===== src/rtl/mss_u_sb_rst_pkg.sv =====
// Shared definitions for the CCC lock / fabric reset controller:
// FSM state encoding and the lock-loss event counter format.
package mss_u_sb_rst_pkg;

    typedef enum logic [1:0] {
        WAIT_LOCK = 2'd0,
        DEBOUNCE  = 2'd1,
        HOLD      = 2'd2,
        RUN       = 2'd3
    } rst_state_e;

    localparam int              LOSS_W   = 8;
    localparam logic [LOSS_W-1:0] LOSS_SAT = {LOSS_W{1'b1}};

    // Increment that sticks at the saturation value instead of wrapping.
    function automatic logic [LOSS_W-1:0] loss_sat_inc(input logic [LOSS_W-1:0] v);
        return (v == LOSS_SAT) ? v : v + 1'b1;
    endfunction

endpackage


===== src/rtl/mss_u_sb_sync_ff.sv =====
// N-stage synchronizer for a single asynchronous bit, cleared to 0 by the
// asynchronous active-low reset.
module mss_u_sb_sync_ff #(
    parameter int STAGES = 2
) (
    input  logic i_clk,
    input  logic i_rst_n,
    input  logic i_d,
    output logic o_q
);

    logic [STAGES-1:0] r_sync;

    // Shift the asynchronous input through the flop chain.
    always_ff @(posedge i_clk or negedge i_rst_n) begin
        if (!i_rst_n) begin
            r_sync <= '0;
        end else begin
            r_sync <= {r_sync[STAGES-2:0], i_d};
        end
    end

    assign o_q = r_sync[STAGES-1];

endmodule


===== src/rtl/mss_u_sb_ccc_lock_rst_ctrl.sv =====
// Fabric reset controller downstream of the MSS_U_sb CCC. Debounces PLL LOCK,
// holds the fabric in reset for a fixed time after stable lock, and tracks
// loss-of-lock events (sticky flag plus saturating counter).
module mss_u_sb_ccc_lock_rst_ctrl
    import mss_u_sb_rst_pkg::*;
#(
    parameter int SYNC_STAGES   = 2,
    parameter int LOCK_DEBOUNCE = 1024,
    parameter int RESET_HOLD    = 16,
    parameter int LOSS_FILTER   = 4,
    parameter int CNT_W         = 16
) (
    input  logic              CLK_BASE,
    input  logic              RESET_N,
    input  logic              CCC_LOCK,
    input  logic              SOFT_RESET_N,
    input  logic              CLR_STICKY,
    output logic              FABRIC_RESET_N,
    output logic              LOCK_STABLE,
    output logic              LOCK_LOST,
    output logic [LOSS_W-1:0] LOSS_COUNT
);

    localparam logic [CNT_W-1:0] DEB_LAST  = CNT_W'(LOCK_DEBOUNCE - 1);
    localparam logic [CNT_W-1:0] HOLD_LAST = CNT_W'(RESET_HOLD - 1);
    localparam logic [CNT_W-1:0] LOSS_LAST = CNT_W'(LOSS_FILTER - 1);

    logic              w_lock_s;
    logic              w_srst_s;
    rst_state_e        r_state;
    rst_state_e        w_state_nxt;
    logic [CNT_W-1:0]  r_cnt;
    logic [CNT_W-1:0]  w_cnt_nxt;
    logic              r_stable;
    logic              w_stable_nxt;
    logic              w_loss;
    logic              r_frn;
    logic              r_lost;
    logic [LOSS_W-1:0] r_loss_cnt;

    mss_u_sb_sync_ff #(.STAGES(SYNC_STAGES)) u_sync_lock (
        .i_clk   (CLK_BASE),
        .i_rst_n (RESET_N),
        .i_d     (CCC_LOCK),
        .o_q     (w_lock_s)
    );

    mss_u_sb_sync_ff #(.STAGES(SYNC_STAGES)) u_sync_srst (
        .i_clk   (CLK_BASE),
        .i_rst_n (RESET_N),
        .i_d     (SOFT_RESET_N),
        .o_q     (w_srst_s)
    );

    // Next state: lock rules first, then soft reset, then the shared counter.
    always_comb begin
        w_state_nxt  = r_state;
        w_cnt_nxt    = r_cnt;
        w_stable_nxt = r_stable;
        w_loss       = 1'b0;
        case (r_state)
            WAIT_LOCK: begin
                w_cnt_nxt = '0;
                if (w_lock_s) w_state_nxt = DEBOUNCE;
            end
            DEBOUNCE: begin
                if (!w_lock_s) begin
                    w_state_nxt = WAIT_LOCK;
                    w_cnt_nxt   = '0;
                end else if (r_cnt == DEB_LAST) begin
                    w_state_nxt  = HOLD;
                    w_cnt_nxt    = '0;
                    w_stable_nxt = 1'b1;
                end else begin
                    w_cnt_nxt = r_cnt + 1'b1;
                end
            end
            HOLD: begin
                if (!w_lock_s) begin
                    w_state_nxt  = WAIT_LOCK;
                    w_cnt_nxt    = '0;
                    w_stable_nxt = 1'b0;
                end else if (!w_srst_s) begin
                    w_cnt_nxt = '0;
                end else if (r_cnt == HOLD_LAST) begin
                    w_state_nxt = RUN;
                    w_cnt_nxt   = '0;
                end else begin
                    w_cnt_nxt = r_cnt + 1'b1;
                end
            end
            RUN: begin
                // cnt holds the length of the current run of lock_s=0 cycles
                if (!w_lock_s) begin
                    if (r_cnt == LOSS_LAST) begin
                        w_state_nxt  = WAIT_LOCK;
                        w_cnt_nxt    = '0;
                        w_stable_nxt = 1'b0;
                        w_loss       = 1'b1;
                    end else begin
                        w_cnt_nxt = r_cnt + 1'b1;
                    end
                end else if (!w_srst_s) begin
                    w_state_nxt = HOLD;
                    w_cnt_nxt   = '0;
                end else begin
                    w_cnt_nxt = '0;
                end
            end
            default: begin
                w_state_nxt = WAIT_LOCK;
                w_cnt_nxt   = '0;
            end
        endcase
    end

    // State, counter and registered outputs; the loss flag wins over a clear.
    always_ff @(posedge CLK_BASE or negedge RESET_N) begin
        if (!RESET_N) begin
            r_state    <= WAIT_LOCK;
            r_cnt      <= '0;
            r_stable   <= 1'b0;
            r_frn      <= 1'b0;
            r_lost     <= 1'b0;
            r_loss_cnt <= '0;
        end else begin
            r_state  <= w_state_nxt;
            r_cnt    <= w_cnt_nxt;
            r_stable <= w_stable_nxt;
            r_frn    <= (w_state_nxt == RUN);
            if (w_loss) begin
                r_lost     <= 1'b1;
                r_loss_cnt <= loss_sat_inc(r_loss_cnt);
            end else if (CLR_STICKY) begin
                r_lost <= 1'b0;
            end
        end
    end

    assign FABRIC_RESET_N = r_frn;
    assign LOCK_STABLE    = r_stable;
    assign LOCK_LOST      = r_lost;
    assign LOSS_COUNT     = r_loss_cnt;

endmodule


===== config.mk =====
export PLATFORM = sky130hd
export DESIGN_NAME = mss_u_sb_ccc_lock_rst_ctrl
export DESIGN_NICKNAME = d
export VERILOG_FILES = /design/src/rtl/mss_u_sb_rst_pkg.sv /design/src/rtl/mss_u_sb_sync_ff.sv /design/src/rtl/mss_u_sb_ccc_lock_rst_ctrl.sv
export SDC_FILE = /design/constraint.sdc
export NUM_CORES = 1
export LEC_CHECK = 0
export CAP_MARGIN = 20
export CORE_MARGIN = 10
export CORE_UTILIZATION = 55
export DETAILED_ROUTE_END_ITERATION = 16
export PLACE_DENSITY = 0.73
export SYNTH_ARGS = -nofsm -noshare
export SYNTH_HDL_FRONTEND = slang
export SYNTH_SLANG_ARGS = --single-unit

===== constraint.sdc =====
create_clock -name CLK_BASE -period 2.48 [get_ports CLK_BASE]
set_input_delay 0.496 -clock CLK_BASE [delete_from_list [all_inputs] [get_ports CLK_BASE]]
set_output_delay 0.496 -clock CLK_BASE [all_outputs]
set_load 0.05 [all_outputs]

==> metrics.cfg <==
[setup_path]
path_buf_inv=1
startpoint_type=flop
crit_arrival_ps=1580
cpPeakStageDelay_ps=830
critPathRequiredTime_ps=1980
reg2reg_slack_ps=450
cp_slowest_cell=clkdlybuf4s50_1
crit_path_end_kind=output port
cp_top_family=buffers and inverters
path_max_fanout=5
crit_type=flop to output port
cp_cell_sequence=clkdlybuf4s50_1

[detailed_routing]
first_pass_iters=4
vias=1171
wire_per_inst_um=14.6
first_iter_violations=99
wl_mm=2.99
drt.antenna.violating_nets=0
avgViaCountPerCell=5.71
drc=0

[timing]
drv_slew=0
max_freq_mhz=482
slew_headroom_pct=66.2
fin_worst_skew_ps=7.25
fin_setup_tns_ps=0
fin_crit_ps=2070
tightest_slew_ps=505
rsz0062_at_grt=no
hold_viol=0
period_share_pct=83.6
layout_setup_ws_ps=406
setup_violations=0

[floorplanning]
core_sq_um=2760
num_rows=19
io_pins=16
fp.dieW_um=73.9
dieArea_sq_um=5460
start_util_pct=57.9
die_y_um=73.9

[synthesis]
synth_nets=160
syn_area_per_cell_sq_um=10.4
synth_cells=153
synth-seq-area-share_pct=51.7
syn_area_sq_um=1600
synth_seq_cells=33
yosysWarningCount=0
ys_types=34

[final_layout]
nets=181
synthToLayoutAreaGrowth_pct=15.0
insertedDiodeCount=0
n_fill_cell=229
drive_above_1_share_pct=10.9
final-instance-count-excl-fill=205

[flow_run]
cap_violations=0

[clock_tree]
ctsResizeCount=0
cts_setup_buffers=0
cts_tree=done
cts_root_buf=clkbuf_4
cts.htree.levels=2
clkTransAtPathRegs_ps=90
clkSinkCount=33
tritoncts.num_buffers=5
clk_latency_ps=330
hold_buffers=0
clk_path_buf_depth=2

[placement]
portBuffers=15
pre_cts_slack_ps=473
dp_cells=198
hpwl_mm=2.18
place_congestion=0.806

[global_route]
grt_start_max_net_pins=34
grt_overflow_total=0
grt_pass1_vias=1144
antenna_found_initial=0
grt.total_usage_pct=12.8
grt_pass1_wl_mm=5.50

[power]
p_leak_uw=0.000785
pwr_density_cell_nw_per_um2=489
irDropWorstVdd_uv=492

[worst_hold_path]
min_path_type=flop to flop

[outcome]
status=finished clean

metrics by stage:
stage               instance area (sq um)  power (uW)  hold slack, ps  utilization (%)
finish                               1840         898             362             66.6
global route                         1840         941             367             66.6
CTS                                  1840         913             365             66.6
detailed placement                   1780         608             343             64.6
global placement                     1780         607             333             64.6
floorplan                            1600         585             200                -
kinds of logic after synthesis:
group	after synthesis	share of synthesized area [%]
and+or+nand+nor	80	28.1
DFF	33	51.7
xor gates and xnor gates	18	9.87
AOI/OAI and AO/OA	13	5.64
buffers and inverters	5	1.72
muxes	2	1.41
adders and majority gates	2	1.57
routing by layer:
| layer | routed length (um) | vias up | track usage [%] |
|---|---|---|---|
| met2 | 1380 | 22 | 18.2 |
| met4 | 48 | 0 | 5.18 |
| met5 | 0 | - | 0 |
| met3 | 182 | 5 | 5.38 |
| met1 | 1380 | 565 | 16.8 |
| li1 | - | 579 | - |
sequential cells by signal, summed over array words and instances (netlist names):
register and count:
LOCK_LOST 1, r_state 2, u_sync_srst.r_sync 2, LOSS_COUNT 8, u_sync_lock.r_sync 2, FABRIC_RESET_N 1
LOCK_STABLE 1, r_cnt 16
final timing paths:
check | start | cells past startpoint | endpoint
min reg2reg | u_sync_lock.r_sync[0]$_DFF_PN0_ | 0 | u_sync_lock.r_sync[1]$_DFF_PN0_
min in group asynchronous | RESET_N | 2 | LOSS_COUNT[6]$_DFFE_PN0P_
max | LOSS_COUNT[3]$_DFFE_PN0P_ | 1 | LOSS_COUNT[3]
min | u_sync_lock.r_sync[0]$_DFF_PN0_ | 0 | u_sync_lock.r_sync[1]$_DFF_PN0_
max reg2reg | r_cnt[10]$_DFF_PN0_ | 4 | LOSS_COUNT[1]$_DFFE_PN0P_
max in group asynchronous | RESET_N | 2 | r_cnt[6]$_DFF_PN0_
area by class of cell:
cell class / instances / area, sq um / area share [%]
flip-flops and latches: 33 / 826 / 45.0
multi-input cells: 115 / 744 / 40.5
repair buffers: 17 / 165 / 8.99
clock buffers: 7 / 55.1 / 3.00
well taps: 31 / 38.8 / 2.11
inverters: 2 / 7.51 / 0.409
where the power goes:
group | switching, uW | leakage, uW | internal [uW] | total [uW]
registers | 10.5 | 0.000449 | 546 | 556
logic | 24.5 | 0.000304 | 16.4 | 40.9
clock network | 167 | 0.0000314 | 134 | 301
cells in the mapped netlist:
library cell  number  area share [%]
nor4_4             2             2.7
o211ai_1           1            0.47
a211oi_2           1            0.78
buf_6              1            0.70
nor4_1             4             1.6
o221ai_1           1            0.55
o2bb2ai_1          1            0.55
or2_2              2            0.78
nor3_1             3            0.94
nand2_1           18             4.2
a31oi_1            1            0.39
nand4b_1           1            0.55
xor2_1             8             4.4
xnor2_1           10             5.5
nor3_4             1             1.0
mux2_2             2             1.4
inv_1              2            0.47
nor2b_1            2            0.78
nand4_2            1            0.78
or3_1              3             1.2
and3_1             7             2.7
nand4_1            3             1.2
dfrtp_1           33              52
o31ai_1            1            0.47
a21oi_1            2            0.63
and4b_1            1            0.63
o21ai_0            4             1.3
nand3_1           10             3.1
clkbuf_2           1            0.31
a311oi_1           1            0.55
ha_1               2             1.6
nand3_2            2             1.3
nor2_1            20             4.7
clkbuf_1           1            0.23
layout by cell type, fill, tap and decap left out, types with 3 or more instances in the layout:
cell type / n
o21ai_0: 4
xor2_1: 8
and3_1: 7
or3_1: 3
xnor2_1: 10
nand2_1: 18
clkdlybuf4s50_1: 15
nand3_1: 10
clkbuf_4: 5
dfrtp_1: 33
nor2_1: 20
nand4_1: 3
nor3_1: 3
nor4_1: 4
(Power assumes the default switching activity.)
